## src/rtl/mem_responder.sv

```systemverilog
// mem_responder: single-port word memory behind a request/response handshake.
// Requests are accepted in IDLE, the storage access happens in ACCESS, and the
// formatted response is held in RESP until the consumer takes it.
//
// Handshake: a request transfers on a rising edge where i_req_valid and
// o_req_ready are both 1; a response transfers on a rising edge where
// o_rsp_valid and i_rsp_ready are both 1. Response outputs stay stable while
// o_rsp_valid is high and i_rsp_ready is low.
//
// Optional feature macro: MEM_RSP_ALIGN_CHECK_EN
//   defined   - misaligned half/word accesses and reserved types return
//               o_rsp_err = 1, rdata 0, and never write.
//   undefined - no error detection; half ignores addr[0], word ignores
//               addr[1:0], reserved types act as word.
//
// Ports:
//   clk, i_rst_n                 clock, asynchronous active-low reset
//   i_req_valid / o_req_ready    request handshake
//   i_req_write, i_req_addr,
//   i_req_wdata, i_req_type      request payload (type: 000 LB, 001 LH,
//                                010 W, 100 LBU, 101 LHU)
//   o_rsp_valid / i_rsp_ready    response handshake
//   o_rsp_rdata, o_rsp_err       response payload
//   o_dbg_state                  current FSM state (0 IDLE, 1 ACCESS, 2 RESP)
module mem_responder #(
    parameter int ADDR_W = 8
) (
    input  logic              clk,
    input  logic              i_rst_n,
    input  logic              i_req_valid,
    output logic              o_req_ready,
    input  logic              i_req_write,
    input  logic [ADDR_W-1:0] i_req_addr,
    input  logic [31:0]       i_req_wdata,
    input  logic [2:0]        i_req_type,
    output logic              o_rsp_valid,
    input  logic              i_rsp_ready,
    output logic [31:0]       o_rsp_rdata,
    output logic              o_rsp_err,
    output logic [1:0]        o_dbg_state
);

    localparam int DEPTH = 1 << (ADDR_W - 2);

    typedef enum logic [1:0] {
        S_IDLE   = 2'd0,
        S_ACCESS = 2'd1,
        S_RESP   = 2'd2
    } state_t;

    state_t state;

    logic              write_q;
    logic [ADDR_W-1:0] addr_q;
    logic [31:0]       wdata_q;
    logic [2:0]        type_q;

    // Storage is deliberately outside the reset domain: contents survive reset.
    logic [31:0] mem [DEPTH];

    logic [ADDR_W-3:0] word_idx;
    logic [1:0]        lane;
    logic              is_byte;
    logic              is_half;
    logic              req_err;
    logic [3:0]        be;
    logic [31:0]       wr_data;
    logic [31:0]       rd_word;
    logic [7:0]        byte_val;
    logic [15:0]       half_val;
    logic [31:0]       load_data;
    logic              mem_we;

    assign word_idx = addr_q[ADDR_W-1:2];
    assign lane     = addr_q[1:0];
    assign rd_word  = mem[word_idx];

    always_comb begin
        is_byte = (type_q[1:0] == 2'b00);
        is_half = (type_q[1:0] == 2'b01);

`ifdef MEM_RSP_ALIGN_CHECK_EN
        // Legal types are 000, 001, 010, 100, 101; anything else is reserved.
        req_err = (type_q == 3'b011) || (type_q[2:1] == 2'b11)
               || (is_half && lane[0])
               || ((type_q == 3'b010) && (lane != 2'b00));
`else
        req_err = 1'b0;
`endif

        // Store data is replicated across lanes so the byte enables alone
        // select which lanes change.
        be      = 4'b1111;
        wr_data = wdata_q;
        if (is_byte) begin
            be      = 4'b0001 << lane;
            wr_data = {4{wdata_q[7:0]}};
        end else if (is_half) begin
            be      = lane[1] ? 4'b1100 : 4'b0011;
            wr_data = {2{wdata_q[15:0]}};
        end

        case (lane)
            2'd0:    byte_val = rd_word[7:0];
            2'd1:    byte_val = rd_word[15:8];
            2'd2:    byte_val = rd_word[23:16];
            default: byte_val = rd_word[31:24];
        endcase
        half_val = lane[1] ? rd_word[31:16] : rd_word[15:0];

        // type_q[2] selects zero-extension.
        if (is_byte) begin
            load_data = type_q[2] ? {24'd0, byte_val} : {{24{byte_val[7]}}, byte_val};
        end else if (is_half) begin
            load_data = type_q[2] ? {16'd0, half_val} : {{16{half_val[15]}}, half_val};
        end else begin
            load_data = rd_word;
        end
    end

    // Only ACCESS writes; an async reset forces IDLE, which cancels the write.
    assign mem_we = (state == S_ACCESS) && write_q && !req_err;

    always_ff @(posedge clk) begin
        for (int k = 0; k < 4; k++) begin
            if (mem_we && be[k]) begin
                mem[word_idx][8*k +: 8] <= wr_data[8*k +: 8];
            end
        end
    end

    always_ff @(posedge clk or negedge i_rst_n) begin
        if (!i_rst_n) begin
            state       <= S_IDLE;
            write_q     <= 1'b0;
            addr_q      <= '0;
            wdata_q     <= '0;
            type_q      <= '0;
            o_rsp_valid <= 1'b0;
            o_rsp_rdata <= '0;
            o_rsp_err   <= 1'b0;
        end else begin
            case (state)
                S_IDLE: begin
                    if (i_req_valid) begin
                        write_q <= i_req_write;
                        addr_q  <= i_req_addr;
                        wdata_q <= i_req_wdata;
                        type_q  <= i_req_type;
                        state   <= S_ACCESS;
                    end
                end
                S_ACCESS: begin
                    o_rsp_valid <= 1'b1;
                    o_rsp_err   <= req_err;
                    o_rsp_rdata <= (write_q || req_err) ? 32'd0 : load_data;
                    state       <= S_RESP;
                end
                S_RESP: begin
                    if (i_rsp_ready) begin
                        o_rsp_valid <= 1'b0;
                        o_rsp_rdata <= '0;
                        o_rsp_err   <= 1'b0;
                        state       <= S_IDLE;
                    end
                end
                default: state <= S_IDLE;
            endcase
        end
    end

    // Ready is held low while reset is asserted, high in IDLE otherwise.
    assign o_req_ready = (state == S_IDLE) && i_rst_n;
    assign o_dbg_state = state;

endmodule

```

## config.mk

```make
export PLATFORM = sky130hd
export DESIGN_NAME = mem_responder
export DESIGN_NICKNAME = d
export VERILOG_FILES = /design/src/rtl/mem_responder.sv
export SDC_FILE = /design/constraint.sdc
export NUM_CORES = 2
export LEC_CHECK = 0
export ABC_CLOCK_PERIOD_IN_PS = 9530
export CAP_MARGIN = 20
export CORE_MARGIN = 5
export CORE_UTILIZATION = 50
export DETAILED_ROUTE_END_ITERATION = 7
export PLACE_DENSITY = 0.68
export SLEW_MARGIN = 5
export SYNTH_ARGS = -nofsm -noshare
export SYNTH_HDL_FRONTEND = slang
export SYNTH_SLANG_ARGS = --single-unit
```

## constraint.sdc

```tcl
create_clock -name clk -period 9.53 [get_ports clk]
set_input_delay 0.953 -clock clk [delete_from_list [all_inputs] [get_ports clk]]
set_output_delay 0.953 -clock clk [all_outputs]
set_load 0.005 [all_outputs]
```

==> results.json <==
{
  "clock_sink_count": 2127,
  "critPathLaunchType": "register",
  "clkTransAtPathRegs_ns": 0.07,
  "drt_iter0_drc": 8882,
  "r2r_cells": 10,
  "crit_path_end_kind": "register",
  "status": "completed",
  "yosysMostFrequentCell": "edfxtp_1",
  "track_usage": 0.309,
  "worstPathArrival_ns": 6.11,
  "max-vdd-ir-drop_v": 0.000408,
  "syn_to_final_growth_pct": 12.0,
  "synth_fp_nets": 4790,
  "vias_per_cell": 6.95,
  "synth_seq_cells": 2127,
  "syn_avg_cell_area_um2": 17.7,
  "cts_buffers": 207,
  "drv_cap": 0,
  "hold_violations": 0,
  "gp_congestion": 0.976,
  "n_fill_cell": 12600,
  "wire_per_inst_um": 37.9,
  "drive_gt1_frac": 0.182,
  "yosysWarnings": 0,
  "synth_async_sr_flop_share": 0.0371,
  "critPathRequiredTime_ns": 10.32,
  "synth_common_cells": "edfxtp_1 (2048), nor2_1 (329), nand2_1 (261)",
  "worstPathMaxFanout": 107,
  "vias": 50400,
  "synth_top_cell_area_share": 0.731,
  "power_density_nw_per_um2": 345,
  "fin_area_um2": 94100,
  "clkPwrFrac": 0.249,
  "finalWorstSetupSlack_ns": 4.21,
  "fmax_mhz": 188,
  "synth_area_um2": 84100,
  "clock-skew-final_ns": 0.0441,
  "cts_tree": "done",
  "switching_power_w": 0.0123,
  "seqPwrFrac": 0.399,
  "p_int_w": 0.0202,
  "p_leak_nw": 29.7,
  "postSynth.topFlopCell": "edfxtp_1",
  "finalSetupViolations": 0,
  "fp.dieW_um": 420,
  "synth_edf_count": 2048,
  "period_share": 0.558,
  "fin_nets": 4904,
  "io_buffers": 83,
  "drc": 0,
  "antenna_left": 0,
  "hold_path_class": "primary input to asynchronous set/reset pin",
  "overflow": 0,
  "pwr-share-comb": 0.352,
  "grt_pass1_vias": 47600,
  "wl_mm": 275,
  "start_util": 0.503,
  "synth_area_leader_cell": "edfxtp_1",
  "period_needed_ns": 5.32,
  "tightest_slew_ns": 1.29,
  "swShare": 0.379,
  "antenna_found_initial": 24,
  "drt-pass1-iter-count": 7,
  "core-area_um2": 167000,
  "root_buffer": "clkbuf_16",
  "die-area_um2": 176000,
  "synth_area_leaders": "edfxtp_1 (73%), mux4_2 (4.5%), mux2i_1 (2.9%)",
  "crit_type": "register to register",
  "yosysSeqAreaShare": 0.755,
  "tns_ns": 0,
  "dpl.hpwl_mm": 169,
  "slew_headroom": 0.143,
  "cts_max_level": 4,
  "rows": 150,
  "postCtsSetupRepairBufs": 0,
  "place_ws_ns": 4.41,
  "final_core_util": 0.563,
  "rsz0062_at_grt": "no",
  "die-height_um": 420,
  "slew_viol_final": 0,
  "clk_latency_ns": 0.87,
  "ios": 85,
  "cts_resized": 0,
  "hold_buffers": 0,
  "netlist_instances": 4742,
  "synth_cell_types": 94,
  "r2r-start": "addr_q[4]$_DFFE_PN0P_",
  "grt_max_degree": 126,
  "rrSetupSlack_ns": 4.21,
  "clock_path_buffers": 3,
  "grt_pass1_wl_mm": 379,
  "placed_area_um2": 87400,
  "rr_endpoint": "o_rsp_rdata[21]$_DFFE_PN0P_"
}
[per-stage QoR]
step | cells | power [W] | hold WS (ns)
finish | 7257 | 0.0325 | 0.0380
global route | 7235 | 0.0330 | 0.0470
CTS | 7224 | 0.0320 | 0.0158
detailed placement | 6845 | 0.0240 | 0.495
global placement | 6819 | 0.0238 | 0.489
floorplan | 4742 | 0.0191 | 0.467
[cells in the final DEF, fill, tap and decap left out, types with 30 or more instances in the layout]
cell type / count
a21oi_1: 124
clkbuf_1: 45
o221ai_1: 30
clkdlybuf4s50_1: 82
a221o_1: 63
nand2_1: 252
a22oi_1: 126
o21ai_0: 88
dfrtp_1: 67
o22ai_1: 121
clkinv_2: 37
clkbuf_16: 209
clkinv_1: 46
nor2_1: 325
a221oi_1: 77
mux2i_1: 241
a31oi_1: 34
edfxtp_1: 2048
buf_4: 126
mux4_2: 169
mux2_2: 214
[kinds of logic (layout without fill, tap and decap cells)]
group	count (synthesis)	count (layout)	synth area share
simple gates	767	767	0.0411
other cells	1	28	0.0000446
buf+inv	346	630	0.0239
flops	2127	2127	0.755
compound gates	868	868	0.0754
mux	633	633	0.105
[critical path, cell delays in order (launching register included)]
cell,delay (ns)
dfrtp_4,0.95
buf_12,0.56
nor2b_4,0.83
buf_4,0.56
a22oi_1,0.13
o22ai_1,0.15
nand2_1,0.07
nand4_1,0.44
nor2_1,0.11
o311ai_2,0.98
a32o_1,0.33
[flip-flops by register name, indices dropped and copies added, names as in the netlist]
signal,cells
type_q,3
o_rsp_rdata,32
o_rsp_valid,1
o_dbg_state,2
mem,2048
wdata_q,32
write_q,1
addr_q,8
[area by class of cell]
cell class              count  area [um2]  share of cell area
flip-flops and latches   2127       63500               0.674
multi-input cells        2269       18900               0.201
clock buffers             259        5470              0.0581
well taps                2204        2760              0.0293
repair buffers            236        2200              0.0233
clock inverters           120        1190              0.0127
diodes                     27        67.6            0.000718
inverters                  15        66.3            0.000704
[power groups by stage]
stage	clock network (W)	logic [W]	registers, W
finish	0.00809	0.0114	0.0130
global route	0.00852	0.0115	0.0130
CTS	0.00810	0.0109	0.0129
detailed placement	0	0.0109	0.0131
global placement	0	0.0107	0.0131
floorplan	0	0.00605	0.0131
[routing by layer]
layer	GRT usage	share of wire	vias to the layer above
met5	0	0.00074	-
met4	0.186	0.077	12
met3	0.115	0.15	991
met2	0.441	0.43	4460
met1	0.405	0.35	25500
li1	-	-	19500
[how the worst max path moves through the flow]
stage                                      start                           to  slack [ns]  cells past startpoint
after detailed placement   addr_q[4]$_DFFE_PN0P_  o_rsp_rdata[19]$_DFFE_PN0P_        4.41                     11
final                      addr_q[4]$_DFFE_PN0P_  o_rsp_rdata[21]$_DFFE_PN0P_        4.21                     10
after CTS                  addr_q[4]$_DFFE_PN0P_  o_rsp_rdata[19]$_DFFE_PN0P_        4.39                     11
after global placement     addr_q[4]$_DFFE_PN0P_  o_rsp_rdata[19]$_DFFE_PN0P_        4.39                     11
after global routing       addr_q[4]$_DFFE_PN0P_  o_rsp_rdata[21]$_DFFE_PN0P_        4.15                     10
after floorplan           wdata_q[0]$_DFFE_PN0P_         mem[0][24]$_DFFE_PP_        5.04                      2
Power figures use the tool's default switching activity.
